$ cat src/rtl/pipelined_sequential_subtractor_if.sv
// Handshake bundle for the pipelined subtractor: operand side (a/b/bin with
// valid_in/ready_in) and result side (d and flags with valid_out/ready_out).
interface pipelined_sequential_subtractor_if #(
  parameter int WIDTH = 32
);
  logic [WIDTH-1:0] a;
  logic [WIDTH-1:0] b;
  logic             bin;
  logic             valid_in;
  logic             ready_in;
  logic [WIDTH-1:0] d;
  logic             bout;
  logic             ovf;
  logic             zero;
  logic             valid_out;
  logic             ready_out;

  // Environment side: supplies operands and consumes results.
  modport master (
    output a, b, bin, valid_in, ready_out,
    input  ready_in, d, bout, ovf, zero, valid_out
  );

  // Datapath side.
  modport slave (
    input  a, b, bin, valid_in, ready_out,
    output ready_in, d, bout, ovf, zero, valid_out
  );
endinterface

$ cat src/rtl/pipelined_sequential_subtractor.sv
// Pipelined ripple-borrow subtractor: d = a - b - bin, one SW-bit slice per
// stage with the borrow registered between stages. Stage 0 holds the captured
// operands; stage k+1 holds the op after slice k has been resolved; a final
// output register adds the flags. Whole pipe freezes while the output slot is
// full and not taken.
module pipelined_sequential_subtractor #(
  parameter int WIDTH  = 32,
  parameter int STAGES = 4
) (
  input  logic clk,
  input  logic rstn,
  pipelined_sequential_subtractor_if.slave bus
);

  localparam int SW = WIDTH / STAGES;

  // Slice subtract; MSB of the result is the borrow out of the slice.
  function automatic logic [SW:0] slice_sub(input logic [SW-1:0] x,
                                            input logic [SW-1:0] y,
                                            input logic          bi);
    return {1'b0, x} - {1'b0, y} - {{SW{1'b0}}, bi};
  endfunction

  // Per-stage state, index = stage number (0..STAGES).
  logic [WIDTH-1:0] a_p   [0:STAGES];
  logic [WIDTH-1:0] b_p   [0:STAGES];
  logic [WIDTH-1:0] d_p   [0:STAGES];
  logic             brw_p [0:STAGES];
  logic             vld_p [0:STAGES];

  // Result of resolving slice k on the contents of stage k.
  logic [WIDTH-1:0] d_nx   [0:STAGES-1];
  logic             brw_nx [0:STAGES-1];

  logic [WIDTH-1:0] d_o;
  logic             bout_o;
  logic             ovf_o;
  logic             zero_o;
  logic             vld_o;

  logic             stall;
  logic [WIDTH-1:0] d_fin;
  logic             ovf_fin;

  assign stall        = vld_o && !bus.ready_out;
  assign bus.ready_in = !stall;

  assign bus.d         = d_o;
  assign bus.bout      = bout_o;
  assign bus.ovf       = ovf_o;
  assign bus.zero      = zero_o;
  assign bus.valid_out = vld_o;

  // Resolve one slice per stage; already-resolved lower slices pass through.
  always_comb begin
    logic [SW:0] res;
    res = '0;
    for (int k = 0; k < STAGES; k++) begin
      res                    = slice_sub(a_p[k][SW*k +: SW], b_p[k][SW*k +: SW], brw_p[k]);
      d_nx[k]                = d_p[k];
      d_nx[k][SW*k +: SW]    = res[SW-1:0];
      brw_nx[k]              = res[SW];
    end
  end

  assign d_fin   = d_p[STAGES];
  assign ovf_fin = (a_p[STAGES][WIDTH-1] != b_p[STAGES][WIDTH-1]) &&
                   (d_fin[WIDTH-1] != a_p[STAGES][WIDTH-1]);

  // Stage registers: capture into stage 0, then shift one stage per cycle unless stalled.
  always_ff @(posedge clk or negedge rstn) begin
    if (!rstn) begin
      for (int k = 0; k <= STAGES; k++) begin
        a_p[k]   <= '0;
        b_p[k]   <= '0;
        d_p[k]   <= '0;
        brw_p[k] <= 1'b0;
        vld_p[k] <= 1'b0;
      end
    end else if (!stall) begin
      // ---- stage 0: operand capture ----
      a_p[0]   <= bus.a;
      b_p[0]   <= bus.b;
      d_p[0]   <= '0;
      brw_p[0] <= bus.bin;
      vld_p[0] <= bus.valid_in;
      // ---- stages 1..STAGES: one resolved slice further per stage ----
      for (int k = 0; k < STAGES; k++) begin
        a_p[k+1]   <= a_p[k];
        b_p[k+1]   <= b_p[k];
        d_p[k+1]   <= d_nx[k];
        brw_p[k+1] <= brw_nx[k];
        vld_p[k+1] <= vld_p[k];
      end
    end
  end

  // Output register: full difference, final borrow and flags; holds while stalled.
  always_ff @(posedge clk or negedge rstn) begin
    if (!rstn) begin
      d_o    <= '0;
      bout_o <= 1'b0;
      ovf_o  <= 1'b0;
      zero_o <= 1'b0;
      vld_o  <= 1'b0;
    end else if (!stall) begin
      // ---- output stage ----
      d_o    <= d_fin;
      bout_o <= brw_p[STAGES];
      ovf_o  <= ovf_fin;
      zero_o <= (d_fin == '0);
      vld_o  <= vld_p[STAGES];
    end
  end

endmodule

$ cat src/flat_wrapper.sv
// flat-port wrapper written by rule: the top's interface ports become plain ports
module pipelined_sequential_subtractor_flat 
#(
  parameter int WIDTH  = 32,
  parameter int STAGES = 4
)
  (clk, rstn, bus_a, bus_b, bus_bin, bus_valid_in, bus_ready_out, bus_ready_in, bus_d, bus_bout, bus_ovf, bus_zero, bus_valid_out);
  pipelined_sequential_subtractor_if #(.WIDTH(WIDTH)) bus_i ();
  input  logic clk;
  input  logic rstn;
  input wire logic [$bits(bus_i.a)-1:0] bus_a;
  input wire logic [$bits(bus_i.b)-1:0] bus_b;
  input wire logic [$bits(bus_i.bin)-1:0] bus_bin;
  input wire logic [$bits(bus_i.valid_in)-1:0] bus_valid_in;
  input wire logic [$bits(bus_i.ready_out)-1:0] bus_ready_out;
  output wire logic [$bits(bus_i.ready_in)-1:0] bus_ready_in;
  output wire logic [$bits(bus_i.d)-1:0] bus_d;
  output wire logic [$bits(bus_i.bout)-1:0] bus_bout;
  output wire logic [$bits(bus_i.ovf)-1:0] bus_ovf;
  output wire logic [$bits(bus_i.zero)-1:0] bus_zero;
  output wire logic [$bits(bus_i.valid_out)-1:0] bus_valid_out;
  assign bus_i.a = bus_a;
  assign bus_i.b = bus_b;
  assign bus_i.bin = bus_bin;
  assign bus_i.valid_in = bus_valid_in;
  assign bus_i.ready_out = bus_ready_out;
  assign bus_ready_in = bus_i.ready_in;
  assign bus_d = bus_i.d;
  assign bus_bout = bus_i.bout;
  assign bus_ovf = bus_i.ovf;
  assign bus_zero = bus_i.zero;
  assign bus_valid_out = bus_i.valid_out;
  pipelined_sequential_subtractor #(.WIDTH(WIDTH), .STAGES(STAGES)) u_core (.clk(clk), .rstn(rstn), .bus(bus_i));
endmodule
$ cat config.mk
export PLATFORM = sky130hd
export DESIGN_NAME = pipelined_sequential_subtractor_flat
export DESIGN_NICKNAME = d
export VERILOG_FILES = /design/src/rtl/pipelined_sequential_subtractor_if.sv /design/src/rtl/pipelined_sequential_subtractor.sv /design/src/flat_wrapper.sv
export SDC_FILE = /design/constraint.sdc
export NUM_CORES = 1
export LEC_CHECK = 0
export CAP_MARGIN = 25
export CELL_PAD_IN_SITES_DETAIL_PLACEMENT = 1
export CELL_PAD_IN_SITES_GLOBAL_PLACEMENT = 2
export CORE_MARGIN = 10
export CORE_UTILIZATION = 39
export DETAILED_ROUTE_END_ITERATION = 7
export PLACE_DENSITY_LB_ADDON = 0.15
export SYNTH_ARGS = -nofsm -noshare
export SYNTH_HDL_FRONTEND = slang
export SYNTH_SLANG_ARGS = --single-unit
$ cat constraint.sdc
create_clock -name clk -period 5.2 [get_ports clk]
set_input_delay 1.04 -clock clk [delete_from_list [all_inputs] [get_ports clk]]
set_output_delay 1.04 -clock clk [all_outputs]
set_load 0.02 [all_outputs]
# Word level (Yosys, flattened, before mapping)
# Index checks and enable logic that the tools add are counted.
# W data, S select, Z words.
dict set report classes {
  addsub 8
  eq_ne 2
  reduce_logical 5
}
# operator count
set op_table {}
lappend op_table {{$sub A8 B8 Y9} 4}
lappend op_table {{$sub A9 B1 Y9} 4}
lappend op_table {{$logic_not A32 Y1} 1}
lappend op_table {{$logic_and A1 B1 Y1} 2}
lappend op_table {{$logic_not A1 Y1} 2}
lappend op_table {{$ne A1 B1 Y1} 2}
dict set report totals {
  register_bits 446
  wordCells 44
}

# Logic depth before layout (Yosys ltp)
dict set report logic_depth {
  ltp_word 3
  mapped_depth 9
  depth_no_buf 8
}

# Worst setup path after synthesis
# Ideal clock, no wire load.
dict set report synth_timing {
  kind {input -> output}
  startpoint {in bus_ready_out}
  endpoint {out bus_ready_in}
  arrival_time_ps 1554
  slack_ps 2606
  cell_stages 4
  path_cell_list {nor2b_2 inv_1 buf_2 buf_2}
}
dict set report synth_via {
  elab_chain_len 3
}
# element line
set synth_rtl {}
lappend synth_rtl {{start, declared} flat_wrapper.sv:15} ;# input wire logic [$bits(bus_i.ready_out)-1:0] bus_ready_out;
lappend synth_rtl {{$logic_not A1 Y1} pipelined_sequential_subtractor.sv:45} ;# assign stall = vld_o && !bus.ready_out;
lappend synth_rtl {{$logic_and A1 B1 Y1} pipelined_sequential_subtractor.sv:45}
lappend synth_rtl {{$logic_not A1 Y1} pipelined_sequential_subtractor.sv:46} ;# assign bus.ready_in = !stall;
lappend synth_rtl {{end, declared} flat_wrapper.sv:16} ;# output wire logic [$bits(bus_i.ready_in)-1:0] bus_ready_in;
# No other way between the ends.

# Worst setup path in the final report
# Ends and elaborated chain as after synthesis.

==> qor.yml <==
outcome:
  outcome: "finished, final reports clean"
setup_path:
  required_ns: 4.16
  r2r_slack_ns: 2.57
  setup.worst_path.class: "input pin to output port"
  reg2regPathDepth: 6
  cp-start-kind: "input pin"
  crit_arrival_ns: 2.66
  crit_fanout: 99
  endpoint_kind: "output port"
clocking:
  cts_htree_levels: 2
  cts_buffers: 35
  clock_latency_ns: 0.50
  cts_max_path_buffers: 3
  cts_resized: 0
  root_buffer: "clkbuf_16"
  cts_tree: "yes"
  numClockSinks: 288
  path_clk_slew_ns: 0.05
  cts_setup_buffers: 0
  hold_buffers: 0
floorplanning:
  die_w_um: 203
  die_area_mm2: 0.0414
  start_util_pct: 39.3
  die_h_um: 203
  core.rowCount: 67
  io_pins: 106
  coreArea_mm2: 0.0334
synthesis:
  synth_area_leader_cell: "dfrtp_1"
  synth_top_cell_area_share_pct: 55.0
  avgSynthCellArea_um2: 8.93
  syn-num-nets: 1602
  synthesis.area_mm2: 0.0131
  yosys.cell_count.top_type: "nand2_1"
  syn_inst: 1469
  ys_async_sr_fraction_pct: 100
  synth_ff_type: "dfrtp_1"
  synth-edff-count: 0
  ys_types: 45
  yosysSeqAreaShare_pct: 55.0
  ys_seq_elements: 288
  yosysWarnings: 0
  yosys-top-cells-area: "dfrtp_1 55%, nand2_1 20%, ha_1 5.3%"
  synth_commonest_cells: "692 x nand2_1, 288 x dfrtp_1, 93 x inv_1"
timing:
  relSlewSlack_pct: 21.7
  worst_slew_pin_slew_ns: 1.18
  fin_ws_ns: 1.50
  grt_setup_unrepaired: "no"
  fmax_mhz: 270
  final_max_slew_viol_count: 0
  min_period_ns: 3.70
  fin_crit_sh_pct: 71.2
  skew_ns: 0.0108
  fin_tns_setup_ns: 0
  setup_viol: 0
  hold_viol: 0
route:
  drt_pass1_iterations: 4
  drt_wl_total_mm: 29.5
  drtIter0Drc: 472
  vias: 9651
  drc: 0
  viasPerCell: 4.78
  post_drt_wl_per_cell_um: 14.6
  ant_nets: 0
cells_and_area:
  final_nets: 1680
  antennaDiodeCount: 0
  syn2layout_area_growth_pct: 18.7
  post_route_cells_drive_above_1_share_pct: 4.53
pwr:
  seqPwrFrac_pct: 34.9
  swShare_pct: 39.4
  pwr-share-clk_pct: 20.4
  leakage_uw: 0.00791
  p_int_uw: 6700
  p_sw_uw: 4360
  ir_drop_uv: 289
  power_density_mw_per_mm2: 711
  share_comb_of_total_power_pct: 44.7
global_route:
  antenna_found_initial: 0
  grt_pass1_wl_mm: 50.3
  grt_max_degree: 240
  overflow: 0
  grt_use_total_pct: 14.3
  first_global_vias: 10000
place:
  place_congestion: 0.733
  dp_hpwl_mm: 18.7
  dp_slack_ns: 1.40
  portBuffers: 105
min_path:
  min_delay_path_depth: 2
  min_path_type: "flip-flop to flip-flop"
run:
  drv_cap: 0
[power groups by stage]
stage	Combinational [uW]	Clock, uW	Sequential [uW]
2_1_floorplan	3610	0	3870
3_3_place_gp	4870	0	3880
3_5_place_dp	5010	0	3910
4_1_cts	5060	2340	3890
5_1_grt	5700	2430	4000
6_report	4950	2250	3870
[cells by family after synthesis]
kind of cell | share of synthesized area (%)
XOR/XNOR | 0.801
AND/OR/NAND/NOR | 24.2
adder cells (fa/ha/maj) | 6.56
buffers and inverters | 5.19
flip-flops | 55.0
AO/OA/AOI/OAI | 8.31
[cell usage in the layout, fill, tap and decap left out, types with 8 or more instances in the layout]
cell type,count
nor4_1,8
o31ai_1,9
nor3_1,9
a21oi_1,21
fa_1,8
a211oi_1,12
nor2_1,25
xor2_1,8
clkbuf_16,37
dfrtp_1,288
nand3b_1,13
o211a_1,8
clkbuf_1,14
ha_1,56
inv_1,92
nand2_1,692
clkdlybuf4s50_1,104
o21ai_0,57
[cell type report]
cell class	instances	area, um^2
Fill cell	3892	17800
Sequential cell	288	7210
Tap cell	448	561
Multi-Input combinational cell	1018	5230
Clock inverter	4	20.0
Clock buffer	55	1030
Timing Repair Buffer	111	1150
Inverter	93	357
[worst max-delay path, stage by stage]
cell	delay, ns
clkdlybuf4s50_1	0.50
nor2b_4	0.07
inv_8	0.34
clkdlybuf4s50_1	0.71
[flip-flops by register name (all words and copies together), names as in the netlist, 5 cells and up]
name,flops
u_core.brw_p,5
u_core.a_p,81
u_core.bus.d,32
u_core.vld_p,5
u_core.d_fin,32
u_core.b_p,81
u_core.d_nx,48
[path summary, 6_finish.rpt]
| path | start | to |
|---|---|---|
| worst min-delay path | u_core.bus.d[11] | u_core.bus.d[11] |
| worst max register to register | u_core.bus.valid_out | u_core.d_nx[23] |
| worst max-delay path | bus_ready_out | bus_ready_in |
| max in group asynchronous | rstn | u_core.a_p[110] |
| worst min register to register | u_core.bus.d[11] | u_core.bus.d[11] |
| min in group asynchronous | rstn | u_core.a_p[130] |
[per-layer routing]
| metal | vias up | global-route usage, % | wire length [um] |
|---|---|---|---|
| li1 | 4813 | - | - |
| met1 | 4702 | 20.1 | 14900 |
| met2 | 100 | 22.6 | 13300 |
| met3 | 36 | 2.32 | 863 |
| met4 | 0 | 3.81 | 514 |
| met5 | - | 0 | 0 |
[metrics by stage]
step	instances	util [%]	area, um^2	hold WS [ns]	total power, uW
after floorplan	1469	-	13100	0.430	7480
after global placement	1958	43.5	14500	0.444	8750
after detailed placement	1958	43.5	14500	0.456	8930
after CTS	2017	46.6	15600	0.468	11300
after global routing	2017	46.6	15600	0.488	12100
final	2017	46.6	15600	0.460	11100
Power figures use the tool's default switching activity.
